[config.mk]
export PLATFORM = sky130hd
export DESIGN_NAME = video_stream_tx
export DESIGN_NICKNAME = d
export VERILOG_FILES = /design/src/rtl/video_stream_tx.sv
export SDC_FILE = /design/constraint.sdc
export NUM_CORES = 1
export LEC_CHECK = 0
export ABC_AREA = 1
export CORE_MARGIN = 5
export CORE_UTILIZATION = 55
export CTS_BUF_LIST = sky130_fd_sc_hd__clkbuf_4 sky130_fd_sc_hd__clkbuf_8
export CTS_CLUSTER_DIAMETER = 120
export DETAILED_ROUTE_END_ITERATION = 6
export PLACE_DENSITY = 0.81
export RECOVER_POWER = 50
export SYNTH_ARGS = -nofsm -noshare
export SYNTH_HDL_FRONTEND = slang
export SYNTH_SLANG_ARGS = --single-unit
[constraint.sdc]
create_clock -name iClk -period 3.8 [get_ports iClk]
set_input_delay 0.76 -clock iClk [delete_from_list [all_inputs] [get_ports iClk]]
set_output_delay 0.76 -clock iClk [all_outputs]
set_load 0.02 [all_outputs]
[src/rtl/video_stream_tx.sv]
// video_stream_tx
// Head-of-pipeline video transmitter. Pulls pixels from an upstream source
// over a valid/ready handshake and emits a registered pixel/sync/valid raster
// stream whose timing comes from the porch/sync parameters.
//
// Ports:
//   iClk, iRst_n       clock, asynchronous active-low reset
//   iEnable            run request, acted on only at frame boundaries
//   iPix, iPixValid    upstream pixel and its valid
//   oPixReady          combinational; high only on active pixels while running
//   iClrErr            clears the sticky underflow flag (a new underflow wins)
//   oPix               output pixel (0 outside active pixels and on underflow)
//   oHSync, oVSync     active-high syncs
//   oLineValid         active pixel in an active line
//   oFrameValid        active-line region of the frame
//   oUnderflow         sticky: an active pixel was due but iPixValid was low
//
// Optional build macro VIDEO_STREAM_TX_PATTERN_EN adds iPatternMode. When the
// mode is latched high at a frame boundary the source is not pulled and active
// pixels carry h XOR v instead.
//
// State | Meaning
// IDLE  | counters held at 0, stream outputs driven to 0, waiting for iEnable
// RUN   | raster counters advance every cycle; exit only at end of frame
module video_stream_tx #(
  parameter int PIX_WIDTH = 8,
  parameter int H_ACTIVE  = 800,
  parameter int H_FRONT   = 40,
  parameter int H_SYNC    = 128,
  parameter int H_BACK    = 88,
  parameter int V_ACTIVE  = 480,
  parameter int V_FRONT   = 1,
  parameter int V_SYNC    = 3,
  parameter int V_BACK    = 21
) (
  input  logic                 iClk,
  input  logic                 iRst_n,
  input  logic                 iEnable,
  input  logic [PIX_WIDTH-1:0] iPix,
  input  logic                 iPixValid,
  output logic                 oPixReady,
  input  logic                 iClrErr,
`ifdef VIDEO_STREAM_TX_PATTERN_EN
  input  logic                 iPatternMode,
`endif
  output logic [PIX_WIDTH-1:0] oPix,
  output logic                 oHSync,
  output logic                 oVSync,
  output logic                 oLineValid,
  output logic                 oFrameValid,
  output logic                 oUnderflow
);

  localparam int H_TOTAL = H_ACTIVE + H_FRONT + H_SYNC + H_BACK;
  localparam int V_TOTAL = V_ACTIVE + V_FRONT + V_SYNC + V_BACK;
  localparam int HW = (H_TOTAL > 1) ? $clog2(H_TOTAL) : 1;
  localparam int VW = (V_TOTAL > 1) ? $clog2(V_TOTAL) : 1;

  typedef enum logic {IDLE, RUN} stateT;

  stateT          state, stateNext;
  logic [HW-1:0]  cntH;
  logic [VW-1:0]  cntV;
  int             posH, posV;
  logic           lastH, lastV;
  logic           active, hsDec, vsDec, frameDec;

  logic [PIX_WIDTH-1:0] pixNext;
  logic                 lvNext, hsNext, vsNext, fvNext, ufSet;

  assign posH     = int'(cntH);
  assign posV     = int'(cntV);
  assign lastH    = (posH == H_TOTAL - 1);
  assign lastV    = (posV == V_TOTAL - 1);
  assign active   = (posH < H_ACTIVE) && (posV < V_ACTIVE);
  assign hsDec    = (posH >= H_ACTIVE + H_FRONT) && (posH < H_ACTIVE + H_FRONT + H_SYNC);
  assign vsDec    = (posV >= V_ACTIVE + V_FRONT) && (posV < V_ACTIVE + V_FRONT + V_SYNC);
  assign frameDec = (posV < V_ACTIVE);

`ifdef VIDEO_STREAM_TX_PATTERN_EN
  logic                 patternMode;
  logic [PIX_WIDTH-1:0] patPix;

  // Zero-extend before slicing so narrow counters still produce PIX_WIDTH bits.
  assign patPix = PIX_WIDTH'(32'(cntH) ^ 32'(cntV));

  // Latched only while idle or on the last cycle of a frame, so a frame is
  // never split between source pixels and pattern pixels.
  always_ff @(posedge iClk or negedge iRst_n) begin
    if (!iRst_n) begin
      patternMode <= 1'b0;
    end else if (state == IDLE || (lastH && lastV)) begin
      patternMode <= iPatternMode;
    end
  end
`endif

  // State register
  always_ff @(posedge iClk or negedge iRst_n) begin
    if (!iRst_n) begin
      state <= IDLE;
    end else begin
      state <= stateNext;
    end
  end

  // Next-state logic: leaving RUN is only allowed on the final frame cycle.
  always_comb begin
    stateNext = state;
    if (state == IDLE) begin
      if (iEnable) stateNext = RUN;
    end else begin
      if (lastH && lastV && !iEnable) stateNext = IDLE;
    end
  end

  // Output decode: ready and the next values of the registered stream.
  always_comb begin
    oPixReady = 1'b0;
    pixNext   = '0;
    lvNext    = 1'b0;
    hsNext    = 1'b0;
    vsNext    = 1'b0;
    fvNext    = 1'b0;
    ufSet     = 1'b0;
    if (state == RUN) begin
      lvNext = active;
      hsNext = hsDec;
      vsNext = vsDec;
      fvNext = frameDec;
      if (active) begin
`ifdef VIDEO_STREAM_TX_PATTERN_EN
        if (patternMode) begin
          pixNext = patPix;
        end else begin
          oPixReady = 1'b1;
          pixNext   = iPixValid ? iPix : '0;
          ufSet     = !iPixValid;
        end
`else
        oPixReady = 1'b1;
        pixNext   = iPixValid ? iPix : '0;
        ufSet     = !iPixValid;
`endif
      end
    end
  end

  // Raster counters; an underflow never stalls them.
  always_ff @(posedge iClk or negedge iRst_n) begin
    if (!iRst_n) begin
      cntH <= '0;
      cntV <= '0;
    end else if (state == IDLE) begin
      cntH <= '0;
      cntV <= '0;
    end else if (lastH) begin
      cntH <= '0;
      cntV <= lastV ? '0 : cntV + 1'b1;
    end else begin
      cntH <= cntH + 1'b1;
    end
  end

  // Registered stream outputs, one cycle behind the counter decode.
  always_ff @(posedge iClk or negedge iRst_n) begin
    if (!iRst_n) begin
      oPix        <= '0;
      oHSync      <= 1'b0;
      oVSync      <= 1'b0;
      oLineValid  <= 1'b0;
      oFrameValid <= 1'b0;
      oUnderflow  <= 1'b0;
    end else begin
      oPix        <= pixNext;
      oHSync      <= hsNext;
      oVSync      <= vsNext;
      oLineValid  <= lvNext;
      oFrameValid <= fvNext;
      if (ufSet) begin
        oUnderflow <= 1'b1;
      end else if (iClrErr) begin
        oUnderflow <= 1'b0;
      end
    end
  end

endmodule

==> After elaboration in Yosys (flattened, before gate mapping) <==
Index checks and enable logic that the tools add are counted.
{ "totals": {"inputBits": 13, "word_cells": 49, "regBits": 34} }
{ "op_classes": {"magnitude_cmp": 6, "n_eq_ne": 3, "n_reduce_logical": 8, "addsub": 2, "mux": 21} }
{ "ops": {"columns": ["cell", "count"], "rows": [
  ["9-bit 2-to-1 mux", 3],
  ["8-bit 2-to-1 mux", 3],
  ["11-bit by 10-bit < comparator with 1-bit output, second input constant", 2],
  ["11-bit 2-to-1 mux", 2],
  ["9-bit < comparator, second input constant", 2],
  ["1-bit 2-to-1 mux", 13],
  ["11-bit by 1-bit adder with 11-bit output, second input constant", 1],
  ["11-bit equality test, second input constant", 1],
  ["11-bit by 10-bit >= comparator with 1-bit output, second input constant", 1],
  ["9-bit by 1-bit adder with 9-bit output, second input constant", 1],
  ["9-bit by 4-bit equality test with 1-bit output, second input constant", 1],
  ["9-bit >= comparator, second input constant", 1],
  ["1-bit logical AND", 5],
  ["1-bit logical NOT", 2],
  ["2-bit by 1-bit inequality test with 1-bit output, second input constant", 1],
  ["2-bit nonzero test", 1]
]} }

==> Longest topological paths before layout <==
{ "depth": {"ltp_word": 5, "depth_mapped": 9, "depth_no_buf": 9} }

==> Worst setup path after synthesis <==
No wires, ideal clock.
{ "synth_timing": {"path_kind": "flip-flop to output port", "from": "register cntH[8]", "to": "output port oPixReady", "path_buffers": 0, "required_ps": 3040, "slack_ps": 2042, "t_arrival_ps": 998, "stages_incl_launch_ff": 6, "cell_sequence": "dfrtp_1 > nand2_1 > nor3_1 > nor2_1 > nand3_1 > inv_1"} }
{ "synth_between": {"elab_chain_len": 4} }
{ "synth_rtl": {"columns": ["item", "line_no", "source"], "rows": [
  ["start: declaration", "62", "logic [HW-1:0] cntH;"],
  ["start signal: assignment", "161", "cntH <= cntH + 1'b1;"],
  ["11-bit by 10-bit < comparator with 1-bit output", "75", "assign active = (posH < H_ACTIVE) && (posV < V_ACTIVE);"],
  ["1-bit logical AND", "75", null],
  ["1-bit 2-to-1 mux", "131", "if (active) begin"],
  ["1-bit 2-to-1 mux", "126", "if (state == RUN) begin"],
  ["end: declaration", "41", "output logic oPixReady,"]
]} }
No other way between the ends.

==> Worst setup path after layout <==
{ "layout_timing": {"from": "register cntV[6]", "to": "output port oPixReady"} }
{ "layout_between": {"elab_chain_len": 4} }
{ "layout_rtl": {"columns": ["item", "line_no", "source"], "rows": [
  ["start: declaration", "63", "logic [VW-1:0] cntV;"],
  ["start signal: assignment", "159", "cntV <= lastV ? '0 : cntV + 1'b1;"],
  ["9-bit < comparator", "75", null],
  ["1-bit logical AND", "75", null],
  ["1-bit 2-to-1 mux", "131", null],
  ["1-bit 2-to-1 mux", "126", null]
]} }
No other way between the ends.

==> results summary <==
The flow ran to the end, but the final reports show violations. The checks that failed: max-capacitance violations, max-slew violations. After Yosys synthesis, and, or, nand and nor cells account for 33.1% of the synthesized area. The post-CTS setup buffer count is 0. The cell at the root of the clock tree is sky130_fd_sc_hd__clkbuf_4. The width of the die came out at 67.5 um. The top fanout value on the critical path came out at 7. After routing, the total negative slack on setup checks comes to 0 ps.

The first global-routing pass estimated 6.45 mm of wire. The maximum buffer depth of the clock tree came out at 2. The required time of the critical path came out at 3040 ps. The library cells used most frequently in the layout, excluding fill and tap cells, are sky130_fd_sc_hd__nand2_1, sky130_fd_sc_hd__dfrtp_1, sky130_fd_sc_hd__inv_1. The number of endpoints with negative hold slack in the final report came out at 0. Of the post-synthesis cell area, the part taken by muxes is 0%. The floorplan step defined a core boundary enclosing 3100 um2. In this run the number of H-tree levels came out at 2.

Clock-pin slew was measured on the worst setup and hold paths at 90 ps. The repair_antennas step left the layout with diodes totalling 0. The largest net degree at the start of global routing is 35.

The highest clock rate came out at 365 MHz. The cell that appears most often on the critical path is sky130_fd_sc_hd__inv_1. The number of nets with antenna violations after detailed routing is 0. The instance count of the mapped netlist came out at 231.

In the synthesized netlist the async set-or-reset flop fraction comes to 100%. The total grt overflow is 0. The row count is 20. The sequential share of the synthesized area is 46.8%.

The tightest hold path in the finished design has a slack of 546 ps. The final number of max-transition violations came out at 35. Tracing the worst setup path back leads to its startpoint at cntV[6]. The number of flops mapped to enable cells by yosys came out at 0.

The leakage dissipation came out at 0.00106 uW. Global routing used 18.9% of the available tracks. Detailed routing inserted a total of 1554 vias. The weighted congestion at the end of routability-driven global placement is 0.889.

When the netlist entered floorplanning its net count stood at 249. The average vias per placed instance is 5.16. The worst relative slew slack came out at -18.4%. The share of synthesized area in the top cell type comes to 46.8%. Summed over all nets, wire length on met2 after detailed routing comes to 1.89 mm. The most used flip-flop cell after synthesis is sky130_fd_sc_hd__dfrtp_1. The type of the most critical hold path is reg -> reg.

After synthesis, the largest family of logic cells by area is simple AND/OR/NAND/NOR gates. The count of buffering cells on the critical path with inverters included came out at 4. The height of the die came out at 67.5 um. The number of detailed-route iterations in the first pass is 4.

The maximum vdd ir drop is 0.000195 V. The count of buffers added on input and output ports is 26. The warning count from the yosys run came out at 0. In the post-synthesis netlist, the biggest area contributors are sky130_fd_sc_hd__dfrtp_1, sky130_fd_sc_hd__nand2_1, sky130_fd_sc_hd__inv_1. The clock period minus final worst setup slack came out at 2740 ps.

The wire length per cell after detailed routing came out at 12.6 um. The first-iteration detailed-routing DRC count is 84. The path type of the worst setup path is reg -> out. The number of gates resized after CTS was 0.

The worst setup path is launched from a flip-flop. Summing the areas of all fa, ha and maj instances in the mapped netlist gives 3.44% of the synthesized area. The number of hold-repair buffers added at the cts stage is 0.

Summing all multi-input logic gate instances after layout gives 805 um2. The nature of the critical path endpoint is an output pin. The number of clock sinks came out at 34.

The signed area change from the synthesized netlist to the final layout came out at 18.1%. The initial antenna violation count is 0. The fraction of layout cells with a size suffix above 1 is 9.34%. The met3 layer wire length in the routed design is 275 um. The starting density of the core came out at 58.5%. The delay contributed by the slowest stage of the critical path came out at 600 ps. The fill cell total of the finished layout came out at 275. Counting flops and latches in the post-synthesis netlist gives 34. Registers take 851 um2. The routed design has 3.78 mm of wire.

The mapped netlist covers 1820 um2. The number of different library cells used by synthesis comes to 29. The most common cell after layout, fill and taps aside is sky130_fd_sc_hd__nand2_1. The slowest stage of the critical path is the sky130_fd_sc_hd__clkdlybuf4s50_1 cell. The highest routing layer actually used is met4. The area fraction in compound gates after synthesis is 5.37%. The via count of the first global-routing pass is 1501.

The worst endpoint data arrival time is 1980 ps. Setup repair after global routing left no endpoint under its margin. The number of buffers inserted during clock tree synthesis is 5. Traced cell by cell, the critical path runs through nand2_1 > inv_1 > nand3_1 > nand2_1 > inv_1 > nand3_1 > inv_1 > clkdlybuf4s50_1. The number of I/O pins is 27.

The cell family contributing the most delay on the critical path is buffers and inverters. The fraction of synthesized cell area in xor and xnor cells is 2.41%. In the final routing, the length of wire on met1 measures 1.52 mm.

The slew at the pin closest to its max-slew limit is 1780 ps. The period utilization came out at 72.1%. The area of the die came out at 4550 um2. The clock arrives with 8.05 ps of skew. The clock tree from TritonCTS is yes. The power per cell area came out at 282 nW/um2. In the final design database the tool counted 276 nets.

The worst min-delay path startpoint is cntV[5]. The number of setup violations in the final report is 0. A synthesized cell averages 7.86 um2. In the routed design, unresolved DRC markers number 0.

The half-perimeter wire length after placement came out at 2.78 mm. The clock latency on the worst-skew pair came out at 330 ps. Of all cell types, the one taking the most synthesized area is sky130_fd_sc_hd__dfrtp_1. The max-capacitance violation count came out at 1. The startpoint identified for the worst register-to-register timing path is cntH[0].
==> final cells by class <==
type,count,share of cell area [%]
sequential,34,39.7
multi-input combinational,158,37.5
timing repair buffer,27,12.3
inverter,32,5.60
tap,44,2.57
clock buffer,6,2.39
==> report_power, final <==
group	internal [uW]	switching, uW
clock	83.3	111
sequential	367	1.84
combinational	21.7	20.8
==> tightest hold or removal path, delay by kind of cell, from the launching register on <==
| family | cells | cell delay, ps |
|---|---|---|
| flip-flops | 1 | 400 |
| AND/OR/NAND/NOR | 2 | 130 |
==> per-layer routing <==
layer  track usage [%]  vias up
met5                 0        -
met4              9.11        0
met3              6.66       11
met2              30.5       51
met1              22.4      705
li1                  -      787
==> flip-flops by register name, summed over array words and instances, names as in the netlist <==
register     cells
oFrameValid      1
oLineValid       1
oUnderflow       1
cntV             9
cntH            11
oPix             8
oVSync           1
oHSync           1
state            1
==> cells by family after synthesis <==
kind of cell / after synthesis
simple gates: 132
fa+ha+maj: 5
xor+xnor: 5
buf+inv: 39
compound gates: 16
flops: 34
==> Yosys cell counts, types with 2 or more instances <==
| library cell | instances |
|---|---|
| sky130_fd_sc_hd__nand2_1 | 55 |
| sky130_fd_sc_hd__xor2_1 | 5 |
| sky130_fd_sc_hd__nor3_1 | 18 |
| sky130_fd_sc_hd__nor2_1 | 23 |
| sky130_fd_sc_hd__dfrtp_1 | 34 |
| sky130_fd_sc_hd__nand3_2 | 3 |
| sky130_fd_sc_hd__nand4_1 | 5 |
| sky130_fd_sc_hd__nand2_2 | 2 |
| sky130_fd_sc_hd__o21ai_2 | 2 |
| sky130_fd_sc_hd__inv_2 | 5 |
| sky130_fd_sc_hd__o21ai_0 | 6 |
| sky130_fd_sc_hd__nand3_1 | 19 |
| sky130_fd_sc_hd__a21oi_1 | 2 |
| sky130_fd_sc_hd__nor2_2 | 5 |
| sky130_fd_sc_hd__buf_2 | 3 |
| sky130_fd_sc_hd__inv_1 | 26 |
| sky130_fd_sc_hd__ha_1 | 5 |
| sky130_fd_sc_hd__a31oi_1 | 2 |
==> stage by stage <==
stage	total power (uW)	instances	cell area [um2]	util, %	setup slack [ps]
floorplan	388	231	1820	-	2040
global placement	419	295	2100	67.6	1450
detailed placement	419	295	2100	67.6	1430
CTS	612	301	2150	69.3	1040
global route	630	301	2150	69.2	875
finish	605	301	2150	69.2	1060
==> worst paths after layout <==
kind,end,slack (ps),cells after the start
worst min-delay path,cntV[5],550,2
worst min register to register,cntV[5],550,2
worst max register to register,cntH[7],2050,8
worst max-delay path,oPixReady,1060,8
min in group asynchronous,cntV[2],1420,2
max in group asynchronous,oPix[0],1340,2
(Power assumes the default switching activity.)
